`src/rtl/led_pkg.sv`:
```
// Shared definitions for the LED pattern generator: mode encoding,
// bounce direction encoding and the mode-advance helper.
package led_pkg;

   typedef enum logic [1:0] {
      MODE_BOUNCE = 2'd0,
      MODE_ROTATE = 2'd1,
      MODE_FILL   = 2'd2,
      MODE_RSVD   = 2'd3
   } mode_t;

   localparam logic DIR_UP   = 1'b1;
   localparam logic DIR_DOWN = 1'b0;

   // The unused encoding falls back to BOUNCE on the next mode press.
   function automatic mode_t next_mode(input mode_t m);
      case (m)
         MODE_BOUNCE: next_mode = MODE_ROTATE;
         MODE_ROTATE: next_mode = MODE_FILL;
         default:     next_mode = MODE_BOUNCE;
      endcase
   endfunction

endpackage

```
`src/rtl/led_tick_gen.sv`:
```
// Free-running prescaler, saturating speed register and registered tick.
// adv is the raw (combinational) advance strobe; tick is its registered copy.
module led_tick_gen #(
   parameter int DIV_W   = 25,
   parameter int N_SPEED = 4,
   parameter int SW      = (N_SPEED > 1) ? $clog2(N_SPEED) : 1
) (
   input  logic          clk,
   input  logic          rst_n,
   input  logic          up,
   input  logic          down,
   input  logic          hold,
   output logic [SW-1:0] speed,
   output logic          adv,
   output logic          tick
);

   localparam logic [SW-1:0] SPD_MAX = SW'(N_SPEED - 1);

   logic [DIV_W-1:0] cnt;
   logic [DIV_W-1:0] mask;

   // Higher speed shortens the mask, so fewer low bits must be all ones.
   always_comb begin
      mask = {DIV_W{1'b1}} >> speed;
      adv  = ((cnt & mask) == mask) && !hold;
   end

   always_ff @(posedge clk) begin
      if (!rst_n) begin
         cnt   <= '0;
         speed <= '0;
         tick  <= 1'b0;
      end else begin
         cnt  <= cnt + 1'b1;
         tick <= adv;
         if (up && !down && speed != SPD_MAX)
            speed <= speed + 1'b1;
         else if (down && !up && speed != '0)
            speed <= speed - 1'b1;
      end
   end

endmodule

```
`src/rtl/led_pattern_gen.sv`:
```
// LED animation generator (bounce / rotate / bar-fill) at a selectable speed.
// Optional macro LED_PAUSE_EN adds BTN_PAUSE, which toggles a pattern freeze.
module led_pattern_gen
   import led_pkg::*;
#(
   parameter  int N_LED   = 4,
   parameter  int DIV_W   = 25,
   parameter  int N_SPEED = 4,
   localparam int SW      = (N_SPEED > 1) ? $clog2(N_SPEED) : 1
) (
   input  logic             CLK,
   input  logic             RST_N,
   input  logic             BTN_UP,
   input  logic             BTN_DOWN,
   input  logic             BTN_MODE,
`ifdef LED_PAUSE_EN
   input  logic             BTN_PAUSE,
`endif
   output logic [N_LED-1:0] LED,
   output logic [SW-1:0]    SPEED,
   output logic [1:0]       MODE,
   output logic             TICK
);

   localparam int PW = $clog2(N_LED);
   localparam int KW = $clog2(N_LED + 1);
   localparam logic [PW-1:0] P_LAST = PW'(N_LED - 1);
   localparam logic [KW-1:0] K_FULL = KW'(N_LED);

   mode_t         mode;
   logic [PW-1:0] p, p_nxt;
   logic          dir, dir_nxt;
   logic [KW-1:0] k, k_nxt;
   logic          adv;
   logic          hold;

`ifdef LED_PAUSE_EN
   logic paused;

   always_ff @(posedge CLK) begin
      if (!RST_N)
         paused <= 1'b0;
      else if (BTN_PAUSE)
         paused <= !paused;
   end

   assign hold = paused;
`else
   assign hold = 1'b0;
`endif

   led_tick_gen #(
      .DIV_W   (DIV_W),
      .N_SPEED (N_SPEED),
      .SW      (SW)
   ) u_tick (
      .clk   (CLK),
      .rst_n (RST_N),
      .up    (BTN_UP),
      .down  (BTN_DOWN),
      .hold  (hold),
      .speed (SPEED),
      .adv   (adv),
      .tick  (TICK)
   );

   // Bounce turns around at the ends so neither end LED is shown twice in a row.
   always_comb begin
      p_nxt   = p;
      dir_nxt = dir;
      k_nxt   = k;
      case (mode)
         MODE_ROTATE: p_nxt = (p == P_LAST) ? '0 : p + 1'b1;
         MODE_FILL:   k_nxt = (k == K_FULL) ? '0 : k + 1'b1;
         default: begin
            if (p == '0)
               dir_nxt = DIR_UP;
            else if (p == P_LAST)
               dir_nxt = DIR_DOWN;
            p_nxt = (dir_nxt == DIR_UP) ? p + 1'b1 : p - 1'b1;
         end
      endcase
   end

   // A mode press restarts the pattern and swallows a coincident tick.
   always_ff @(posedge CLK) begin
      if (!RST_N) begin
         mode <= MODE_BOUNCE;
         p    <= '0;
         dir  <= DIR_UP;
         k    <= '0;
      end else if (BTN_MODE) begin
         mode <= next_mode(mode);
         p    <= '0;
         dir  <= DIR_UP;
         k    <= '0;
      end else if (adv) begin
         p   <= p_nxt;
         dir <= dir_nxt;
         k   <= k_nxt;
      end
   end

   always_comb begin
      if (mode == MODE_FILL)
         LED = ~({N_LED{1'b1}} << k);
      else
         LED = {{(N_LED-1){1'b0}}, 1'b1} << p;
   end

   assign MODE = mode;

endmodule

```
`config.mk`:
```
export PLATFORM = sky130hd
export DESIGN_NAME = led_pattern_gen
export DESIGN_NICKNAME = d
export VERILOG_FILES = /design/src/rtl/led_pkg.sv /design/src/rtl/led_tick_gen.sv /design/src/rtl/led_pattern_gen.sv
export SDC_FILE = /design/constraint.sdc
export NUM_CORES = 1
export LEC_CHECK = 0
export CAP_MARGIN = 20
export CORE_ASPECT_RATIO = 2
export CORE_MARGIN = 2
export CORE_UTILIZATION = 60
export CTS_BUF_LIST = sky130_fd_sc_hd__clkbuf_8
export DETAILED_ROUTE_END_ITERATION = 12
export PLACE_DENSITY = 0.87
export SKIP_CTS_REPAIR_TIMING = 1
export SLEW_MARGIN = 0
export SYNTH_ARGS = -nofsm -noshare
export SYNTH_HDL_FRONTEND = slang
export SYNTH_HIERARCHICAL = 1
export SYNTH_SLANG_ARGS = --single-unit
```
`constraint.sdc`:
```
create_clock -name CLK -period 4.7 [get_ports CLK]
set_input_delay 1.175 -clock CLK [delete_from_list [all_inputs] [get_ports CLK]]
set_output_delay 1.175 -clock CLK [all_outputs]
set_load 0.1 [all_outputs]
```
==> summary.md, run 1 <==
| Metric | Value |
|---|---|
| Max Fclk | 272 MHz |
| Maxcap violations | 0 |
| Max clock buf depth | 2 |
| Fin nets | 242 |
| Layout cell share with drive strength beyond 1 | 0.0529 |
| Vias in the first global route | about 1,400 |
| Compound-cell area share of the yosys netlist | 0.132 |
| Routed WL | between 3 and 4 mm |
| Outcome | complete, no violations |
| Vias | ~1,500 |
| Reg2reg setup slack | 1.98 ns |
| Yosys top cell area share | 0.395 |
| Arrival @ worst endpoint | 2.50 ns |
| Pwr dens | about 290 mW/mm² |
| R2R Path End | dir |
| Crit Path Max Fanout | 13 |
| Synth Instances | approximately 210 |
| Simple-Gate Fraction of Synth Area | 0.276 |
| Post-synth top cells | 36 x dfxtp_1, 18 x nor2_1, 17 x nand2_1, 16 x a21oi_1, 13 x nand4_1 |
| Area growth, synth to finish | 11.9% |
| Largest family of logic cells by synthesized area | simple AND/OR/NAND/NOR gates |
| Dominant synthesized flop cell | dfxtp_1 |
| Actual slew at the worst max-slew pin | a little under 1 ns |
| Total CTS buffers | 5 |
| #FFs+latches synth | 36 |
| Post-synthesis net count | between 200 and 250 |
| Post-synth cell types | 39 |
| Logic gate share of total power | 0.100 |
| Sw power | between 150 and 200 µW |
| GP Congestion | 0.809 |
| Hold Path Class | reg2reg |
| Synth top area cells | dfxtp_1 40%, ha_1 7.5%, nand4_1 4.5% |
| Setup crit end kind | output pin |
| Slew headroom | 0.343 |
| Std-Cell Core Area | around 0.0029 mm² |
| Syn avg cell area | 8.52 µm² |
| HP Start | u_tick/cnt[0] |
| Final hold vios | 0 |
| Grt total ovfl | 0 |
| Die area | between 0.003 and 0.004 mm² |
| VDD IR-drop max | around 0.28 mV |
| Diodes inserted | 0 |
| Sequential share of the synthesized area | 0.395 |
| Setup TNS | 0 ns |
| Drt first-iter violations | 29 |
| Design area | 0.00204 mm² |
| Fin crit share | 0.783 |
| Min Tclk post-route | roughly 3.7 ns |
| CTS tree | done |
| FF-to-FF path depth | 7 |
| Count leader, synth | dfxtp_1 |
| Post-Route Utilization | 0.693 |
| Top Usage Layer GRT | met2 |
| Vias per inst | roughly 6.0 |
| Setup CP Type | reg2out |
| Hold_ws | 0.463 ns |
| Largest net degree at the start of global routing | 26 |
| Critical path required time | ~3.5 ns |
| Number of remaining DRC errors | 0 |
| Sequential share of power | 0.533 |
| Total GRT Usage | 0.214 |
| Fin. max-slew vios | 0 |
| Post-synth EDFFs | 0 |
| # port buffers | 13 |
| Ports | 14 |
| Min-Delay Path Depth | 1 |
| Worst-Skew Late Latency | roughly 0.29 ns |
| Netlist Area Pre-Place | around 0.0018 mm² |
| Final setup violation count | 0 |
| Overall power | 588 µW |
| Grt met2 use | 0.414 |
| Die width | 43.0 µm |
| Fillers | 259 |
| Crit start category | flop |
| Antenna Violating Nets Remaining | 0 |
| Fin Clk Skew | around 0.0066 ns |
| CTS Sinks | 36 |
| Clk root buf | clkbuf_8 |
| Power Internal | 429 µW |
| Worst r2r src | u_tick/cnt[6] |
| Leakage power | 0.675 nW |
| Adder-cell share of the synthesized area | 0.0755 |
| Multiplexer area fraction after synthesis | 0.0172 |
| WHS Endpoint | u_tick/cnt[0] |
| First-pass GRT wire length | about 5.7 mm |
| Initial core utilization | 0.619 |
| Asr flop ratio synth | 0 |
| Cell taking the most area after synthesis | dfxtp_1 |
| DR WL/cell | ~13 µm |
| Die span in y | 82.0 µm |
| Clk pwr share | 0.367 |
| Clk pin slew, worst setup/hold paths | around 0.07 ns |
| XOR/XNOR Fraction of Synth Area | 0.0577 |
| Num rows | 28 |
| Sw Ratio | 0.271 |
| GR Util met3 | 0.0440 |
| Hpwl dp | approximately 2.5 mm |
| Yosys warnings | 6 |
| Placed cell area | just under 0.002 mm² |
| Met1 Usage GRT | 0.184 |
| Initial antenna violation count | 0 |
| Initial DRT Pass Iterations | 4 |
| H-tree Lvls | 2 |
| RSZ-0062 raised after global routing | false |
flip-flops by register name (all words and copies together), names as in the netlist:
| name | cells |
|---|---|
| MODE | 2 |
| dir | 1 |
| k | 3 |
| p | 2 |
| u_tick/cnt | 25 |
| u_tick/speed | 2 |
| u_tick/tick | 1 |
final cells by class:
| type | instances | area [µm²] | area share |
|---|---|---|---|
| inverter | 11 | 41.3 | 0.0202 |
| tap | 30 | 37.5 | 0.0184 |
| clock buffer | 5 | 68.8 | 0.0337 |
| sequential | 36 | 721 | 0.353 |
| clock inverter | 3 | 18.8 | 0.00920 |
| multi-input combinational | 159 | 1020 | 0.501 |
| timing repair buffer | 13 | 130 | 0.0638 |
worst max-delay path: stages, from the launching register on:
cell and delay [ns]:
dfxtp_1 0.34, inv_1 0.10, ha_1 0.39, nor2_1 0.10
a31oi_1 0.14, clkdlybuf4s50_1 1.14
through the flow:
step | instances | worst slack [ns]
global placement | 249 | 1.37
floorplan | 214 | 0.404
CTS | 257 | 1.00
detailed placement | 249 | 1.33
global route | 257 | 0.866
finish | 257 | 1.02
power groups by stage:
| stage | sequential [mW] | clock (mW) | combinational, mW |
|---|---|---|---|
| 6_report | 0.314 | 0.216 | 0.0586 |
| 5_1_grt | 0.314 | 0.231 | 0.0628 |
| 4_1_cts | 0.313 | 0.224 | 0.0594 |
| 3_5_place_dp | 0.321 | 0 | 0.0592 |
| 3_3_place_gp | 0.320 | 0 | 0.0580 |
| 2_1_floorplan | 0.335 | 0 | 0.0282 |
cells by family (layout without fill, tap and decap cells):
family / Yosys count / count (layout)
compound gates: 40 / 40
xor+xnor: 12 / 12
fa+ha+maj: 11 / 11
buf+inv: 19 / 32
flops: 36 / 36
mux: 3 / 3
other cells: 1 / 1
simple gates: 92 / 92
worst max-delay path by stage:
stage            start  endpoint  slack [ns]  cells after the start
2_1_floorplan  MODE[0]    LED[0]        0.40                      4
3_5_place_dp   MODE[0]    LED[1]        1.33                      5
4_1_cts        MODE[0]    LED[1]        1.00                      5
3_3_place_gp   MODE[0]    LED[1]        1.37                      5
6_report       MODE[0]    LED[1]        1.02                      5
5_1_grt        MODE[0]    LED[1]        0.87                      5
layout by cell type (no fill, tap or decap), types with 4 or more instances in the layout:
master	n
o21ai_0	8
dfxtp_1	36
o31ai_1	5
a21oi_1	16
o21a_1	4
or4_1	6
nand2_1	17
or3_1	5
nand3_1	7
nand4_1	13
ha_1	11
xnor2_1	4
clkdlybuf4s50_1	13
nor2_1	18
xor2_1	8
inv_1	9
clkbuf_8	5
nor2b_1	6
nor3_1	4
metal layers:
metal | wire, µm | vias up
met5 | 0 | -
met4 | 103 | 0
met3 | 63 | 8
met2 | 1930 | 18
met1 | 1290 | 721
li1 | - | 785
Note: power is estimated with default switching activity, not from simulation.
==> run 2: changes to the inputs <==
--- a/config.mk
+++ b/config.mk
@@ -8,10 +8,10 @@
 export CAP_MARGIN = 20
 export CORE_ASPECT_RATIO = 2
 export CORE_MARGIN = 2
-export CORE_UTILIZATION = 60
+export CORE_UTILIZATION = 54
 export CTS_BUF_LIST = sky130_fd_sc_hd__clkbuf_8
 export DETAILED_ROUTE_END_ITERATION = 12
-export PLACE_DENSITY = 0.87
+export PLACE_DENSITY = 0.83
 export SKIP_CTS_REPAIR_TIMING = 1
 export SLEW_MARGIN = 0
 export SYNTH_ARGS = -nofsm -noshare
==> constraint.sdc (replaced) <==
create_clock -name CLK -period 3.28 [get_ports CLK]
set_input_delay 0.82 -clock CLK [delete_from_list [all_inputs] [get_ports CLK]]
set_output_delay 0.82 -clock CLK [all_outputs]
set_load 0.1 [all_outputs]
==> run 2 against run 1 <==
  * Global-route usage increased by 0.72 points
  * Sequential power increased by 43%
  * Total power increased by 57%
  * Worst hold slack improved by 0.0054 ns
  * Combinational power increased by 41%
  * First-iteration DRC count increased by 10%
  * Via count increased by 2.4%
  * Wire length increased by 8.9%
  * Sequential share of layout area decreased by 0.32 points
  * Clock-buffer cell count unchanged
==> summary.md, run 2 (synthesis gave the netlist of run 1 again) <==
| Metric | Value |
|---|---|
| Std-Cell Core Area | between 0.003 and 0.004 mm² |
| Layout cell share with drive strength beyond 1 | 0.106 |
| Crit-path max cell delay | 0.64 ns |
| Maxcap violations | 0 |
| Final setup violation count | 0 |
| Design area | approximately 0.0021 mm² |
| Clk pin slew, worst setup/hold paths | around 0.070 ns |
| Setup CP Type | reg2reg |
| Final hold vios | 0 |
| Setup crit end kind | flop |
| Pwr dens | approximately 450 mW/mm² |
| Outcome | complete, no violations |
| Drt first-iter violations | 32 |
| Initial DRT Pass Iterations | 4 |
| Fin nets | 242 |
| Commonest non-fill, non-tap cells in the layout | 36 x dfxtp_1, 18 x nor2_1, 17 x nand2_1, 15 x a21oi_1, 13 x nand4_1 |
| First-pass GRT wire length | about 6.5 mm |
| Max clock buf depth | 2 |
| CTS Sinks | 36 |
| Total CTS buffers | 5 |
| Largest net degree at the start of global routing | 26 |
| Setup TNS | 0 ns |
| Vias | 1,569 |
| Vias per inst | 6.08 |
| Post-Route Utilization | 0.645 |
| Most common cell after layout, fill and taps aside | dfxtp_1 |
| Initial core utilization | 0.571 |
| Ports | 14 |
| Diodes inserted | 0 |
| Top Registers | u_tick/cnt: 25 flops, k: 3 flops |
| Crit path buffers/inverters | 0 |
| CTS tree | done |
| Die area | roughly 0.0039 mm² |
| Critical path depth in cells | 7 |
| # port buffers | 13 |
| Fin crit share | 0.804 |
| H-tree Lvls | 2 |
| CP max stage cell | or4_4 |
| Critical path required time | 3.47 ns |
| Area growth, synth to finish | 12.9% |
| Number of remaining DRC errors | 0 |
| Clk root buf | clkbuf_8 |
| RSZ-0062 raised after global routing | false |
| Vias in the first global route | 1,513 |
| Critical-path cell list | nand3_2, or4_4, or3_1, nor2_1, nor2b_1, nand2_1, a221o_1 |
| Leakage power | between 0.6 and 0.7 nW |
| Max Fclk | ~380 MHz |
| Hold Path Class | reg2reg |
| Max reg flops | 25 |
| DR WL/cell | 14.3 µm |
| Antenna Violating Nets Remaining | 0 |
| Routed WL | ~3.7 mm |
| Arrival @ worst endpoint | 2.82 ns |
| Crit Path Max Fanout | 19 |
| VDD IR-drop max | between 0.3 and 0.4 mV |
| Total GRT Usage | 0.221 |
| Grt total ovfl | 0 |
| Worst-Skew Late Latency | between 0.2 and 0.3 ns |
| Hpwl dp | around 2.7 mm |
| Initial antenna violation count | 0 |
| Fin. max-slew vios | 0 |
| Num rows | 29 |
| Die span in y | between 80 and 90 µm |
| FF-to-FF path depth | 7 |
| Placed cell area | between 0.0015 and 0.002 mm² |
| Min-Delay Path Depth | 1 |
| Largest Register | u_tick/cnt |
| Fin Clk Skew | 0.00587 ns |
| GP Congestion | between 0.7 and 0.8 |
| Die width | roughly 45 µm |
| Crit start category | flop |
| Family with the most delay on the worst path | simple AND/OR/NAND/NOR gates |
| Min Tclk post-route | 2.64 ns |
## run 2: cell count changes in the layout (fill, tap and decap cells not counted), sizes merged
| cell | change |
|---|---|
| buf | +9 |
| clkdlybuf4s50 | -9 |
| clkinv | -2 |
| bufinv | +1 |
| clkinvlp | +1 |
## run 2: cell type report
cell class	instances	area, µm²
repair buffers	13	108
inverters	11	41.3
clock inverters	3	42.5
flip-flops and latches	36	721
fillers	297	1130
clock buffers	5	68.8
well taps	31	38.8
multi-input cells	159	1040
## run 2: through the flow
stage	hold WS, ns	power, mW	worst slack [ns]	std cells
6_report	0.469	0.921	0.644	258
3_5_place_dp	0.462	0.542	0.656	250
4_1_cts	0.475	0.928	0.646	258
3_3_place_gp	0.440	0.542	0.720	250
5_1_grt	0.503	0.951	0.470	258
2_1_floorplan	0.426	0.522	-0.112	214
## run 2: worst reg2reg max path: cells and delay by family, from the launching register on
family	cells	cell delay [ns]
flip-flops	1	0.43
AO/OA/AOI/OAI	1	0.29
AND/OR/NAND/NOR	6	1.82
## run 2: power by group
group / internal (mW) / leakage [nW] / switching, mW / total (mW)
clock: 0.225 / 0.0541 / 0.164 / 0.388
combinational: 0.0226 / 0.352 / 0.0603 / 0.0829
sequential: 0.443 / 0.291 / 0.00646 / 0.449
total: 0.690 / 0.697 / 0.230 / 0.921
## run 2: path summary, 6_finish.rpt
check | start | endpoint | slack [ns]
worst max register to register | u_tick/cnt[6] | dir | 0.64
worst max-delay path | u_tick/cnt[6] | dir | 0.64
worst min-delay path | u_tick/cnt[0] | u_tick/cnt[0] | 0.47
worst min register to register | u_tick/cnt[0] | u_tick/cnt[0] | 0.47
## run 2: routing by layer
metal,part of all wire,vias up,track usage
li1,-,792,-
met1,0.37,730,0.220
met5,0,-,0
met2,0.56,36,0.397
met4,0.038,0,0.134
met3,0.031,11,0.0396
